<file path="src/rtl/sram_port_arbiter.sv">
// rtl/sram_port_arbiter.sv - round-robin arbiter sharing one SRAM port among NREQ engines (optional burst lock via ARB_LOCK_EN)
module sram_port_arbiter #(
    parameter int NREQ     = 3,
    parameter int LOCK_MAX = 16
) (
    input  logic                 clk,
    input  logic                 rst,
    input  logic [NREQ-1:0]      req_valid,
    input  logic [4*NREQ-1:0]    req_we,
    input  logic [32*NREQ-1:0]   req_addr,
    input  logic [32*NREQ-1:0]   req_wdata,
    input  logic [NREQ-1:0]      req_lock,
    output logic [NREQ-1:0]      req_grant,
    output logic [NREQ-1:0]      rsp_valid,
    output logic [31:0]          rsp_data,
    output logic                 S_R_req,
    output logic [31:0]          S_addr,
    input  logic [31:0]          S_R_data,
    output logic [3:0]           S_W_req,
    output logic [31:0]          S_W_data
);

    localparam int IDXW = $clog2(NREQ);

    logic [IDXW-1:0] rr_ptr;
    logic [IDXW-1:0] win_idx;
    logic            win_found;
    logic [IDXW:0]   rr_choice;
    logic [3:0]      sel_we;
    logic [31:0]     sel_addr;
    logic [31:0]     sel_wdata;

    logic            tag1_v;
    logic [IDXW-1:0] tag1_idx;
    logic            tag2_v;
    logic [IDXW-1:0] tag2_idx;

    // First valid requester at or after ptr, wrapping; MSB of the result flags a hit
    function automatic logic [IDXW:0] rr_pick(input logic [NREQ-1:0] v, input logic [IDXW-1:0] ptr);
        logic [IDXW:0] r;
        int            idx;
        r = '0;
        for (int k = NREQ - 1; k >= 0; k--) begin
            idx = (int'(ptr) + k) % NREQ;
            if (v[idx]) begin
                r = {1'b1, idx[IDXW-1:0]};
            end
        end
        return r;
    endfunction

`ifdef ARB_LOCK_EN
    localparam int CNTW = $clog2(LOCK_MAX + 1);

    logic            locked;
    logic [IDXW-1:0] lock_owner;
    logic [CNTW-1:0] lock_cnt;

    // Lock engages on a locked beat, releases on an unlocked beat, an idle owner cycle, or the LOCK_MAX-th beat
    always_ff @(posedge clk or negedge rst) begin
        if (!rst) begin
            locked     <= 1'b0;
            lock_owner <= '0;
            lock_cnt   <= '0;
        end else if (win_found) begin
            if (req_lock[win_idx] && lock_cnt != CNTW'(LOCK_MAX - 1)) begin
                locked     <= 1'b1;
                lock_owner <= win_idx;
                lock_cnt   <= lock_cnt + CNTW'(1);
            end else begin
                locked   <= 1'b0;
                lock_cnt <= '0;
            end
        end else if (locked && !req_valid[lock_owner]) begin
            locked   <= 1'b0;
            lock_cnt <= '0;
        end
    end
`else
    logic unused_lock;
    assign unused_lock = (^req_lock) ^ (LOCK_MAX > 0);
`endif

    // Winner selection: lock owner only while locked, otherwise round-robin; nothing granted in reset
    always_comb begin
        rr_choice = rr_pick(req_valid, rr_ptr);
        win_found = rr_choice[IDXW];
        win_idx   = rr_choice[IDXW-1:0];
`ifdef ARB_LOCK_EN
        if (locked) begin
            win_idx   = lock_owner;
            win_found = req_valid[lock_owner];
        end
`endif
        if (!rst) begin
            win_found = 1'b0;
        end
        req_grant = win_found ? (NREQ'(1) << win_idx) : '0;
        sel_we    = req_we[{win_idx, 2'b00} +: 4];
        sel_addr  = req_addr[{win_idx, 5'b00000} +: 32];
        sel_wdata = req_wdata[{win_idx, 5'b00000} +: 32];
    end

    // Round-robin pointer moves just past each winner
    always_ff @(posedge clk or negedge rst) begin
        if (!rst) begin
            rr_ptr <= '0;
        end else if (win_found) begin
            rr_ptr <= (win_idx == IDXW'(NREQ - 1)) ? '0 : win_idx + IDXW'(1);
        end
    end

    // Issue register: drives the memory port the cycle after the grant
    always_ff @(posedge clk or negedge rst) begin
        if (!rst) begin
            S_R_req  <= 1'b0;
            S_W_req  <= 4'b0000;
            S_addr   <= '0;
            S_W_data <= '0;
        end else if (win_found) begin
            S_addr   <= sel_addr;
            S_W_data <= sel_wdata;
            if (sel_we != 4'b0000) begin
                S_W_req <= sel_we;
                S_R_req <= 1'b0;
            end else begin
                S_R_req <= 1'b1;
                S_W_req <= 4'b0000;
            end
        end else begin
            S_R_req <= 1'b0;
            S_W_req <= 4'b0000;
        end
    end

    // Two-stage read tag pipeline lines up requester index with SRAM read latency
    always_ff @(posedge clk or negedge rst) begin
        if (!rst) begin
            tag1_v   <= 1'b0;
            tag1_idx <= '0;
            tag2_v   <= 1'b0;
            tag2_idx <= '0;
        end else begin
            tag1_v   <= win_found && (sel_we == 4'b0000);
            tag1_idx <= win_idx;
            tag2_v   <= tag1_v;
            tag2_idx <= tag1_idx;
        end
    end

    assign rsp_valid = tag2_v ? (NREQ'(1) << tag2_idx) : '0;
    assign rsp_data  = S_R_data;

endmodule

</file>
<file path="config.mk">
export PLATFORM = sky130hd
export DESIGN_NAME = sram_port_arbiter
export DESIGN_NICKNAME = d
export VERILOG_FILES = /design/src/rtl/sram_port_arbiter.sv
export SDC_FILE = /design/constraint.sdc
export NUM_CORES = 1
export LEC_CHECK = 0
export ABC_AREA = 1
export CORE_AREA = 2 2 136 138
export CTS_CLUSTER_SIZE = 16
export DETAILED_ROUTE_END_ITERATION = 8
export DIE_AREA = 0 0 138 140
export PLACE_DENSITY = 0.62
export SYNTH_ARGS = -nofsm -noshare
export SYNTH_HDL_FRONTEND = slang
export SYNTH_SLANG_ARGS = --single-unit
</file>
<file path="constraint.sdc">
create_clock -name clk -period 1.96 [get_ports clk]
set_input_delay 0.294 -clock clk [delete_from_list [all_inputs] [get_ports clk]]
set_output_delay 0.294 -clock clk [all_outputs]
set_load 0.02 [all_outputs]
</file>
==> metrics.txt <==
antenna violations before repair 0; PortBufs 283; vias in the first global route 5239; most frequent CP cell buf_6; Crit path max-delay family buffers and inverters; pin count of the biggest net entering global routing 44; pwr dens 1810 nW/um^2; H-tree levels 3; Worst Clk Skew 0.00737 ns; FF-to-FF path depth 14; Synthesis Warnings 0; DRC errors left 0; Period minus WS final 2.40 ns; Critical Path Start Type flip-flop; Syn-to-layout area delta 107%; Syn Nets 885; ys async rst share 100%; layout cells sized above 1 24.3%; Longest Clk Path Bufs 2; maxcap violations 0; post-synthesis sequential element count 76; Internal 0.00926 W; via count 5261; worst min path class in2async; drt total wl 19900 um; register-to-register setup slack -0.42 ns; Core Box Area 17800 sq um; clock sink total 76; Pwr Total 0.0166 W; global placement routability congestion 0.791; worst hold margin 0.0603 ns; final setup violation count 74; post-synthesis sequential area ratio 43.0%; Die X 138 um; GRT Total Usage 18.4%; Final ANT Viol Nets 0; die area 19300 sq um; Required @ worst endpoint 1.67 ns; Yosys cell types 26; Final #Nets 1187; worst skew pair latency 0.35 ns; Max VDD drop 940 uV; Fmax 417 MHz; row count 49; CP arrival 2.11 ns; endpoint class of the critical path primary output; worst r2r dst S_addr[26]; first-pass GRT wire length 27700 um; Primary FF master, synth dfrtp_1; antenna cells 0; Comb pwr share 71.8%; Synth Cell Area 4430 sq um; failing checks negative setup slack; Synth Instances 638; I/O pins 351; crit path setup slack, layout -0.440 ns; Critical-path top delay cell dfrtp_1; buffer and inverter count on the worst path 4; Final Hold Vio Count 0; Slew headroom 59.8%; Die Ht 140 um; Pre-Repair DR Iteration Count 5; Worst-Margin Slew 0.603 ns; Num CTS Buffers 9; clk root buf clkbuf_16; R2R Path Start rr_ptr[1]; sw frac 44.1%; crit-path cells buf_6, ha_4, buf_6, o21ai_4, buf_4, a21boi_2, nand2_2, nand2_4, nor3_4, buf_6; sequential power share 16.8%; Inst Count DP 1116; CTS tree built; Post-synth EDFFs 0; RSZ-0062 raised after global routing yes; grt total ovfl 0; CP max stage delay 0.40 ns; Via-to-Cell Ratio 4.48; leakage power 4.13 nW; CTS clk-pin slew, worst paths 0.06 ns; Clk network pwr share 11.5%; Iter 0 DRT Violations 162; Psw 0.00731 W; Slew Limit Fails 0; worst-path maximum fanout 5; Tcrit/Tclk final 122%; critical path class reg2out; CP Capture Point req_grant[1]; Synth Area per Inst 6.94 sq um; CP Depth 10; status finished with violations; initial core utilization 24.9%; final cell count without fillers 1174; WL/cell 17.0 um; Util after Layout 51.6%; post-DP HPWL 13300 um; crit path launch rr_ptr[0]
placed cells by master, fill, tap and decap left out, types with 6 or more instances in the layout:
master           count
buf_6               23
a21oi_2             31
clkdlybuf4s50_1    279
nand3_2              6
clkbuf_16           18
nand4_1             29
buf_8                7
inv_1               44
nand2_2             26
nand2_4             30
nand2_1            209
a21oi_4             13
a21oi_1             20
buf_12              13
dfrtp_1             75
nand3_1              7
inv_2               14
nor2_1              44
buf_4               21
cells by family after synthesis:
kind of cell | Yosys count | share of synthesized area [%]
and+or+nand+nor | 363 | 33.5
adders and majority gates | 3 | 0.848
AOI/OAI and AO/OA | 73 | 8.74
buffers and inverters | 123 | 13.9
DFF | 76 | 43.0
metal layers:
| layer | share of wire, % | wire, um | global-route usage, % |
|---|---|---|---|
| met1 | 38 | 7650 | 20.3 |
| met2 | 50 | 9980 | 31.8 |
| met3 | 7.8 | 1550 | 7.01 |
| met4 | 3.7 | 740 | 7.57 |
| met5 | 0 | 0 | 0 |
power groups by stage:
stage | clock network, W | logic, W | registers (W)
after CTS | 0.00195 | 0.00908 | 0.00278
final | 0.00190 | 0.0119 | 0.00278
after floorplan | 0 | 0.00376 | 0.00358
after global placement | 0 | 0.00837 | 0.00276
after global routing | 0.00201 | 0.0128 | 0.00287
after detailed placement | 0 | 0.00842 | 0.00278
area by class of cell:
type	instances	area [sq um]
multi-input cells	439	2570
clock inverters	4	70.1
well taps	229	287
repair buffers	353	3830
fillers	1708	8600
inverters	61	255
flip-flops and latches	76	1900
clock buffers	12	267
how the worst min path moves through the flow:
stage	depth (start not counted)	slack [ns]	startpoint	endpoint
2_1_floorplan	0	-0.002	rst	S_R_req
3_3_place_gp	0	0.34	tag1_idx[1]	tag2_idx[1]
3_5_place_dp	0	0.34	tag1_idx[1]	tag2_idx[1]
4_1_cts	2	0.08	rst	S_W_data[6]
5_1_grt	2	0.09	rst	S_addr[10]
6_report	2	0.06	rst	S_addr[22]
synthesized netlist by cell type, types with 2 or more instances:
master	instances	area (sq um)
inv_1	56	210
o21ai_0	3	15.0
o21ai_1	2	10.0
o21bai_1	2	15.0
clkbuf_1	12	45.0
buf_4	35	263
nand4_1	29	181
dfrtp_1	76	1900
inv_2	5	18.8
nor2_1	51	191
buf_2	13	65.1
nand2_2	2	12.5
a21oi_1	63	315
ha_1	3	37.5
nand3_1	13	65.1
nand2_1	263	987
registers in the layout (all words and copies together), names as in the netlist:
register	flops
S_addr	32
rr_ptr	2
tag1_idx	2
tag2_idx	2
S_W_req	4
S_R_req	1
tag2_v	1
S_W_data	32
per-stage QoR:
stage	instance area [sq um]	setup TNS, ns	setup slack (ns)
floorplan	4470	0	0.00345
global placement	7470	-33.55	-0.663
detailed placement	7470	-37.44	-0.684
CTS	8050	-21.92	-0.429
global route	9180	-28.77	-0.528
finish	9180	-23.42	-0.440
repair_timing:
action                                  in CTS  in global routing
gates resized for setup                     49                195
pin swaps                                   11                 40
cloned                                       2                 13
endpoints found under the setup margin      74                 74
hold buffers                                 0                  0
setup buffers                                7                 23
Power figures use the tool's default switching activity.
